### config.mk
export PLATFORM = sky130hd
export DESIGN_NAME = fetch_pc_unit_flat
export DESIGN_NICKNAME = d
export VERILOG_FILES = /design/src/rtl/fetch_pc_unit_pkg.sv /design/src/rtl/fetch_pc_unit_if.sv /design/src/rtl/fetch_pc_unit_ret_addr_stack.sv /design/src/rtl/fetch_pc_unit.sv /design/src/flat_wrapper.sv
export SDC_FILE = /design/constraint.sdc
export NUM_CORES = 1
export LEC_CHECK = 0
export CORE_MARGIN = 5
export CORE_UTILIZATION = 35
export CTS_CLUSTER_DIAMETER = 80
export DETAILED_ROUTE_END_ITERATION = 16
export SYNTH_ARGS = -nofsm -noshare
export SYNTH_HDL_FRONTEND = slang
export SYNTH_SLANG_ARGS = --single-unit
### constraint.sdc
create_clock -name clk -period 5.7 [get_ports clk]
set_clock_uncertainty 0.2 [all_clocks]
set_input_delay 0.57 -clock clk [delete_from_list [all_inputs] [get_ports clk]]
set_output_delay 0.57 -clock clk [all_outputs]
set_load 0.01 [all_outputs]
### src/rtl/fetch_pc_unit_pkg.sv
// Shared ISA definitions for the fetch side: opcodes, PC source select, instruction fields
// and the two PC target helpers used by the fetch stage.
package fetch_pc_unit_pkg;

  // LB covers both LBu and LBs; the sign choice lives in the function bits.
  typedef enum logic [3:0] {
    OP_AND  = 4'h0,
    OP_ADD  = 4'h1,
    OP_SUB  = 4'h2,
    OP_ADDI = 4'h3,
    OP_ANDI = 4'h4,
    OP_LW   = 4'h5,
    OP_LB   = 4'h6,
    OP_SW   = 4'h7,
    OP_BGT  = 4'h8,
    OP_BLT  = 4'h9,
    OP_BEQ  = 4'hA,
    OP_BNE  = 4'hB,
    OP_JMP  = 4'hC,
    OP_CALL = 4'hD,
    OP_RET  = 4'hE,
    OP_SV   = 4'hF
  } opcode_e;

  typedef enum logic [1:0] {
    PC_SEQ = 2'b00,
    PC_BR  = 2'b01,
    PC_JMP = 2'b10,
    PC_RET = 2'b11
  } pc_src_e;

  localparam int OPC_MSB  = 15;
  localparam int OPC_LSB  = 12;
  localparam int JIMM_MSB = 11;
  localparam int JIMM_LSB = 0;
  localparam int IIMM_MSB = 4;
  localparam int IIMM_LSB = 0;
  localparam int IIMM_W   = IIMM_MSB - IIMM_LSB + 1;

  // Branch displacement in bytes: sign-extended I-immediate times two.
  function automatic logic [15:0] br_offset(input logic [15:0] ir);
    return {{(15 - IIMM_W){ir[IIMM_MSB]}}, ir[IIMM_MSB:IIMM_LSB], 1'b0};
  endfunction

  // J-type target keeps the current 8 KiB region of the PC.
  function automatic logic [15:0] jmp_target(input logic [15:0] pc, input logic [15:0] ir);
    return {pc[15:13], ir[JIMM_MSB:JIMM_LSB], 1'b0};
  endfunction

endpackage

### src/rtl/fetch_pc_unit_if.sv
// Control/memory side bundle of the fetch PC unit: strobes, PC source select, IR and status.
// master = control FSM / instruction memory side, slave = fetch_pc_unit.
interface fetch_pc_unit_if;
  logic [15:0] pc_out;
  logic [15:0] instr_in;
  logic        ir_write;
  logic [15:0] ir_out;
  logic        pc_write;
  logic [1:0]  pc_src;
  logic        branch_taken;
  logic        is_call;
  logic        ras_ovf;
  logic        ras_unf;
  logic        fetch_fault;

  modport master (
    output instr_in, ir_write, pc_write, pc_src, branch_taken, is_call,
    input  pc_out, ir_out, ras_ovf, ras_unf, fetch_fault
  );

  modport slave (
    input  instr_in, ir_write, pc_write, pc_src, branch_taken, is_call,
    output pc_out, ir_out, ras_ovf, ras_unf, fetch_fault
  );
endinterface

### src/rtl/fetch_pc_unit_ret_addr_stack.sv
// Return-address stack: LIFO of DEPTH entries, top readable combinationally, one-cycle update.
// Overflowing pushes are dropped and underflowing pops are ignored; both raise sticky flags.
module ret_addr_stack #(
  parameter int DEPTH = 4,
  parameter int W     = 16
) (
  input  logic         clk,
  input  logic         reset,
  input  logic         push_i,
  input  logic         pop_i,
  input  logic [W-1:0] push_dat_i,
  output logic [W-1:0] top_o,
  output logic         empty_o,
  output logic         ovf_o,
  output logic         unf_o
);
  localparam int IDXW = $clog2(DEPTH);
  localparam int SPW  = $clog2(DEPTH + 1);
  localparam logic [SPW-1:0] SP_FULL = SPW'(DEPTH);

  logic [W-1:0]    mem_q [DEPTH];
  logic [SPW-1:0]  sp_q, sp_d;
  logic            ovf_q, ovf_d;
  logic            unf_q, unf_d;
  logic            full;
  logic            wr_en;
  logic [IDXW-1:0] wr_idx;
  logic [IDXW-1:0] rd_idx;

  assign full    = (sp_q == SP_FULL);
  assign empty_o = (sp_q == '0);
  assign wr_idx  = sp_q[IDXW-1:0];
  assign rd_idx  = IDXW'(sp_q - SPW'(1));
  assign top_o   = mem_q[rd_idx];
  assign ovf_o   = ovf_q;
  assign unf_o   = unf_q;

  always_comb begin
    sp_d  = sp_q;
    ovf_d = ovf_q;
    unf_d = unf_q;
    wr_en = 1'b0;
    if (push_i) begin
      if (full) begin
        ovf_d = 1'b1;
      end else begin
        wr_en = 1'b1;
        sp_d  = sp_q + SPW'(1);
      end
    end else if (pop_i) begin
      if (empty_o) begin
        unf_d = 1'b1;
      end else begin
        sp_d = sp_q - SPW'(1);
      end
    end
  end

  always_ff @(posedge clk) begin
    if (reset) begin
      sp_q  <= '0;
      ovf_q <= 1'b0;
      unf_q <= 1'b0;
      for (int i = 0; i < DEPTH; i++) begin
        mem_q[i] <= '0;
      end
    end else begin
      sp_q  <= sp_d;
      ovf_q <= ovf_d;
      unf_q <= unf_d;
      if (wr_en) begin
        mem_q[wr_idx] <= push_dat_i;
      end
    end
  end

endmodule

### src/rtl/fetch_pc_unit.sv
// Fetch PC unit: PC register, IR latch and next-PC select (seq/branch/jump/call/ret); updates one edge after a strobe, holds otherwise.
// Optional target bounds check against IMEM_BYTES is enabled by defining FETCH_BOUNDS_CHECK_EN.
module fetch_pc_unit
  import fetch_pc_unit_pkg::*;
#(
  parameter int RAS_DEPTH  = 4,
  parameter int IMEM_BYTES = 32
) (
  input logic            clk,
  input logic            reset,
  fetch_pc_unit_if.slave bus
);
`ifdef FETCH_BOUNDS_CHECK_EN
  localparam bit BOUNDS_CHK = 1'b1;
`else
  localparam bit BOUNDS_CHK = 1'b0;
`endif
  localparam logic [16:0] PC_LIMIT = 17'(IMEM_BYTES - 2);

  logic [15:0] pc_q, pc_d;
  logic [15:0] ir_q, ir_d;
  logic        fault_q, fault_d;
  logic [15:0] seq_pc;
  logic [15:0] tgt_pc;
  logic        tgt_fault;
  logic [15:0] ras_top;
  logic        ras_empty;
  logic        ras_push;
  logic        ras_pop;
  logic        ras_ovf;
  logic        ras_unf;

  assign seq_pc = pc_q + 16'd2;

  // A RET on an empty stack falls through to the next sequential instruction.
  always_comb begin
    tgt_pc = seq_pc;
    case (bus.pc_src)
      PC_SEQ: tgt_pc = seq_pc;
      PC_BR:  tgt_pc = bus.branch_taken ? (pc_q + br_offset(ir_q)) : seq_pc;
      PC_JMP: tgt_pc = jmp_target(pc_q, ir_q);
      PC_RET: tgt_pc = ras_empty ? seq_pc : ras_top;
    endcase
  end

  assign tgt_fault = BOUNDS_CHK && ({1'b0, tgt_pc} > PC_LIMIT);

  // A faulting RET still consumes its entry; a faulting CALL pushes nothing.
  assign ras_pop  = bus.pc_write && (bus.pc_src == PC_RET);
  assign ras_push = bus.pc_write && (bus.pc_src == PC_JMP) && bus.is_call && !tgt_fault;

  always_comb begin
    pc_d    = (bus.pc_write && !tgt_fault) ? tgt_pc : pc_q;
    ir_d    = bus.ir_write ? bus.instr_in : ir_q;
    fault_d = fault_q | (bus.pc_write & tgt_fault);
  end

  always_ff @(posedge clk) begin
    if (reset) begin
      pc_q    <= '0;
      ir_q    <= '0;
      fault_q <= 1'b0;
    end else begin
      pc_q    <= pc_d;
      ir_q    <= ir_d;
      fault_q <= fault_d;
    end
  end

  ret_addr_stack #(
    .DEPTH (RAS_DEPTH),
    .W     (16)
  ) u_ras (
    .clk        (clk),
    .reset      (reset),
    .push_i     (ras_push),
    .pop_i      (ras_pop),
    .push_dat_i (seq_pc),
    .top_o      (ras_top),
    .empty_o    (ras_empty),
    .ovf_o      (ras_ovf),
    .unf_o      (ras_unf)
  );

  assign bus.pc_out      = pc_q;
  assign bus.ir_out      = ir_q;
  assign bus.ras_ovf     = ras_ovf;
  assign bus.ras_unf     = ras_unf;
  assign bus.fetch_fault = fault_q;

endmodule

### src/flat_wrapper.sv
// flat-port wrapper written by rule: the top's interface ports become plain ports
module fetch_pc_unit_flat import fetch_pc_unit_pkg::*;
#(
  parameter int RAS_DEPTH  = 4,
  parameter int IMEM_BYTES = 32
)
  (clk, reset, bus_instr_in, bus_ir_write, bus_pc_write, bus_pc_src, bus_branch_taken, bus_is_call, bus_pc_out, bus_ir_out, bus_ras_ovf, bus_ras_unf, bus_fetch_fault);
  fetch_pc_unit_if bus_i ();
  input logic clk;
  input logic reset;
  input wire logic [$bits(bus_i.instr_in)-1:0] bus_instr_in;
  input wire logic [$bits(bus_i.ir_write)-1:0] bus_ir_write;
  input wire logic [$bits(bus_i.pc_write)-1:0] bus_pc_write;
  input wire logic [$bits(bus_i.pc_src)-1:0] bus_pc_src;
  input wire logic [$bits(bus_i.branch_taken)-1:0] bus_branch_taken;
  input wire logic [$bits(bus_i.is_call)-1:0] bus_is_call;
  output wire logic [$bits(bus_i.pc_out)-1:0] bus_pc_out;
  output wire logic [$bits(bus_i.ir_out)-1:0] bus_ir_out;
  output wire logic [$bits(bus_i.ras_ovf)-1:0] bus_ras_ovf;
  output wire logic [$bits(bus_i.ras_unf)-1:0] bus_ras_unf;
  output wire logic [$bits(bus_i.fetch_fault)-1:0] bus_fetch_fault;
  assign bus_i.instr_in = bus_instr_in;
  assign bus_i.ir_write = bus_ir_write;
  assign bus_i.pc_write = bus_pc_write;
  assign bus_i.pc_src = bus_pc_src;
  assign bus_i.branch_taken = bus_branch_taken;
  assign bus_i.is_call = bus_is_call;
  assign bus_pc_out = bus_i.pc_out;
  assign bus_ir_out = bus_i.ir_out;
  assign bus_ras_ovf = bus_i.ras_ovf;
  assign bus_ras_unf = bus_i.ras_unf;
  assign bus_fetch_fault = bus_i.fetch_fault;
  fetch_pc_unit #(.RAS_DEPTH(RAS_DEPTH), .IMEM_BYTES(IMEM_BYTES)) u_core (.clk(clk), .reset(reset), .bus(bus_i));
endmodule
# == After elaboration in Yosys (flattened, before gate mapping) ==
# Memory sizes are Yosys's and may differ from the RTL's.
# Cells that the tools add are included.
# word_totals
ram_bits,64
n_memories,1
inputBits,24
output_inout_bits,35
regBits,37
# memory_table
memory,words,width,rd,rd_clocked_by_memory_dff,write_ports,line_no,source
u_core.u_ras.mem_q,4,16,1,0,4,fetch_pc_unit_ret_addr_stack.sv:21,logic [W-1:0] mem_q [DEPTH];
# op_classes
bitwise,2
n_reduce_logical,11
n_mux,17
n_addsub,4
n_eq_ne,6
# ops
op,n
$pmux W16 S4,1
$mux W16,3
$add A16 B16 Y16,1
$add A16 B2 Y16 const B,1
$reduce_or A16 Y1,1
$mux W3,4
$mux W1,8
$reduce_and A3 Y1,2
$eq A2 B2 Y1 const B,2
$ne A2 B2 Y1 const B,2
$reduce_and A2 Y1,2
$add A3 B1 Y3 const B,1
$eq A3 B3 Y1 const B,1
$logic_and A1 B1 Y1,3
$logic_not A3 Y1,1
$sub A3 B1 Y3 const B,1
$eq A2 B1 Y1 const B,1
$logic_not A2 Y1,1
$mux W2,1
$not A1 Y1,2
$reduce_bool A2 Y1,1

# == Depth between registers and ports, before layout ==
# logic_depth
depth_word,9
depth_mapped,11
depth_no_buf,9

# == Hierarchy ==
# Synthesis repeated with hierarchy kept, for this count alone.
# hier_totals
hier_cells,571
area_unflattened_um2,5955.7
# modules_own_cells
mod,seq_area_each_um2,instances,cells_each,area_each_um2
ret_addr_stack,2021.9,1,196,3146.8
fetch_pc_unit,640.6,1,375,2808.9

# == Worst setup path before layout ==
# Ideal clock, no wire load.
# synth_path
path_type,flip-flop to flip-flop
start,register u_core.u_ras.sp_q[0]
end,memory u_core.u_ras.mem_q[0][0] (enable)
slack_ps,2896
path_stages_with_launch,10
synth_period_minus_slack_ps,2804
t_arrival_ps,2229
required_ps,5125
path_cell_list,dfxtp_1 buf_2 inv_1 ha_1 a21oi_2 nand2b_1 buf_6 or3_1 buf_6 nand2b_1
# synth_lines
item,line_no,source
start: declaration,fetch_pc_unit_ret_addr_stack.sv:22,"logic [SPW-1:0] sp_q, sp_d;"
start signal: assignment,fetch_pc_unit_ret_addr_stack.sv:68,sp_q <= sp_d;
end: declaration,fetch_pc_unit_ret_addr_stack.sv:21,

==> impl_metrics.env <==
export IMPL_intPower_mw=1.36
export IMPL_path_cells="clkdlybuf4s50_1, nor2b_4, nand3_4, a21oi_2, nand2b_1, or3_1, nand2b_1"
export IMPL_tightest_slew_ns=1.14
export IMPL_drv_slew=0
export IMPL_reg2reg_from="u_core.u_ras.sp_q[0]"
export IMPL_dp_hpwl_um=10800
export IMPL_drc=0
export IMPL_required_ns=5.49
export IMPL_switching_power_mw=0.451
export IMPL_drt_wl_total_um=14400
export IMPL_synth_seq_area_share_pct=47.4
export IMPL_rsz0062_at_grt="no"
export IMPL_clk_pin_slew_ns=0.06
export IMPL_grt_antenna_before_repair=0
export IMPL_p_sw_share_pct=24.9
export IMPL_setup_worst_path_end_class="register"
export IMPL_cts_max_level=3
export IMPL_synthCells=533
export IMPL_avgSynthCellArea_um2=10.5
export IMPL_core_um2=15800
export IMPL_synthArstFlopShare_pct=0
export IMPL_io_pins=59
export IMPL_cap_violations=0
export IMPL_grt_pass1_wl_um=22000
export IMPL_clk_latency_ns=0.36
export IMPL_viasPerCell=5.35
export IMPL_drt_iter0_markers=312
export IMPL_peakVddDrop_uv=141
export IMPL_drive_gt1_share_pct=9.09
export IMPL_grt_overflow_total=0
export IMPL_cts_hold_buf=0
export IMPL_setup_worst_path_class="input port to register"
export IMPL_worstPathMaxFanout=19
export IMPL_setup_viol=0
export IMPL_die_area_um2=18700
export IMPL_startpoint_type="input port"
export IMPL_crit_arrival_ns=3.60
export IMPL_min_period_ns=3.81
export IMPL_clockBufferDepth=2
export IMPL_cts_buffers=9
export IMPL_final_common_cell="nor2_1"
export IMPL_place_port_buffers=57
export IMPL_max_clock_freq_ghz=0.262
export IMPL_routedWlPerCell_um=18.2
export IMPL_final_setup_tns_ns=0
export IMPL_mostFrequentLayoutCells="nor2_1 (102), edfxtp_1 (64), clkdlybuf4s50_1 (56), dfxtp_1 (37), a21oi_1 (35)"
export IMPL_cts_root_buf="clkbuf_16"
export IMPL_seq_power_share_pct=46.6
export IMPL_grt_use_total_pct=15.6
export IMPL_crit_start="bus_pc_src[0]"
export IMPL_antenna_cells=0
export IMPL_synth_seq_cells=101
export IMPL_die_h_um=137
export IMPL_p_leak_nw=2.35
export IMPL_synth_edf_count=64
export IMPL_final_nets=610
export IMPL_dp_slack_ns=1.50
export IMPL_ys_flop_type="edfxtp_1"
export IMPL_pwr_share_clk_pct=38.6
export IMPL_synth_nets=576
export IMPL_slowest_stage="clkdlybuf4s50_1"
export IMPL_drtPass1Iterations=5
export IMPL_crit_top_cell="nand2b_1"
export IMPL_post_cts_buffers=0
export IMPL_pwr_density_cell_nw_per_um2=275
export IMPL_hold_class="register to register"
export IMPL_synthesis_area_um2=5610
export IMPL_cts_resized=0
export IMPL_status="finished clean"
export IMPL_power_frac_comb_pct=14.8
export IMPL_syn_to_final_growth_pct=17.4
export IMPL_cts_tree="yes"
export IMPL_hold_viol=0
export IMPL_fp_dieW_um=137
export IMPL_grt_pass1_vias=3909
export IMPL_synth_cell_type_count=58
export IMPL_initial_core_util_pct=35.5
export IMPL_worstHoldStart="u_core.bus.ir_out[12]"
export IMPL_cts_sinks=101
export IMPL_yosys_warnings=0
export IMPL_slew_headroom_pct=23.8
export IMPL_rows=46
export IMPL_dr_total_vias=4212
export IMPL_finalCritPeriodShare_pct=66.9
export IMPL_place_congestion=0.835
export IMPL_worst_slack_ns=1.89
export IMPL_cpPeakStageDelay_ns=0.75
export IMPL_grt_max_degree=46
export IMPL_ant_nets=0
-- worst paths after layout --
check,end,slack (ns),depth (start not counted)
setup / recovery,u_core.u_ras.mem_q[1][6],1.89,7
hold / removal,u_core.bus.ir_out[12],0.30,2
setup reg to reg,u_core.u_ras.mem_q[1][6],2.15,7
hold reg to reg,u_core.bus.ir_out[12],0.30,2
-- registers in the layout, indices dropped and copies added, names as in the netlist --
register	cells
u_core.u_ras.mem_q	64
u_core.bus.ir_out	16
u_core.bus.pc_out	16
u_core.u_ras.sp_q	3
u_core.u_ras.ovf_o	1
u_core.u_ras.unf_o	1
-- metrics by stage --
step                      utilization [%]  instance area (µm²)  hold WS, ns  cells  power, mW
after CTS                            41.6                 6590        0.302    788       1.82
after detailed placement             39.5                 6250        0.284    772       1.13
after global routing                 41.6                 6590        0.351    788       1.88
after global placement               39.5                 6250        0.276    772       1.12
final                                41.6                 6590        0.298    788       1.81
after floorplan                         -                 5610        0.305    533       1.03
-- metal layers --
| metal | GRT usage, % | share of wire (%) | vias to the layer above |
|---|---|---|---|
| li1 | - | - | 2009 |
| met1 | 21.4 | 45 | 2034 |
| met2 | 24.2 | 46 | 156 |
| met3 | 4.63 | 7.7 | 13 |
| met4 | 4.26 | 1.2 | 0 |
| met5 | 0 | 0 | - |
-- final cells by class --
| type | count | area, µm² |
|---|---|---|
| clock buffer | 11 | 233 |
| clock inverter | 5 | 106 |
| fill | 1495 | 9240 |
| inverter | 11 | 41.3 |
| multi-input combinational | 384 | 2690 |
| sequential | 101 | 2660 |
| tap | 216 | 270 |
| timing repair buffer | 60 | 588 |
-- logic make-up (layout without fill, tap and decap cells) --
kind of cell             Yosys count  in the layout  synth area share (%)
adder cells (fa/ha/maj)           19             19                  4.37
other                              1              1                0.0668
buffers and inverters             48             87                  4.64
AO/OA/AOI/OAI                    101            101                  11.8
flip-flops                       101            101                  47.4
XOR/XNOR                          24             24                  3.75
AND/OR/NAND/NOR                  202            202                  17.8
multiplexers                      37             37                  10.2
-- power by group through the flow --
stage,clock network (mW),registers (mW),logic [mW]
floorplan,0,0.851,0.175
global placement,0,0.859,0.264
detailed placement,0,0.859,0.267
CTS,0.713,0.843,0.269
global route,0.745,0.847,0.292
finish,0.699,0.843,0.268
-- cell usage after synthesis, drive strengths merged, types with 2 or more instances --
| cell type | count | area share, % |
|---|---|---|
| nand2 | 25 | 1.7 |
| a21o | 7 | 0.94 |
| mux4 | 16 | 6.4 |
| o21a | 3 | 0.40 |
| ha | 18 | 4.0 |
| mux2i | 20 | 3.6 |
| buf | 19 | 2.7 |
| nand2b | 10 | 1.1 |
| o31ai | 3 | 0.40 |
| xnor2 | 8 | 1.2 |
| dfxtp | 37 | 13 |
| a311oi | 2 | 0.31 |
| a21oi | 36 | 3.3 |
| o2111ai | 7 | 1.1 |
| nor2 | 112 | 8.8 |
| and4 | 3 | 0.47 |
| nand3 | 16 | 1.6 |
| nand4 | 5 | 0.56 |
| inv | 11 | 0.74 |
| o21ai | 12 | 1.1 |
| nor3 | 10 | 0.89 |
| a22oi | 3 | 0.40 |
| o221ai | 4 | 0.62 |
| a211oi | 3 | 0.40 |
| edfxtp | 64 | 34 |
| a31o | 2 | 0.31 |
| or3 | 4 | 0.45 |
| a31oi | 8 | 0.89 |
| nand3b | 3 | 0.40 |
| and2 | 2 | 0.22 |
| xor2 | 16 | 2.5 |
| o22ai | 2 | 0.22 |
| o211ai | 2 | 0.27 |
| clkbuf | 18 | 1.2 |
| nor2b | 8 | 1.0 |
-- critical path: cells and delay by family --
family / cells / cell delay, ns
and+or+nand+nor: 5 / 2.11
buffers and inverters: 1 / 0.75
AOI/OAI and AO/OA: 1 / 0.16
Note: power is estimated with default switching activity, not from simulation.
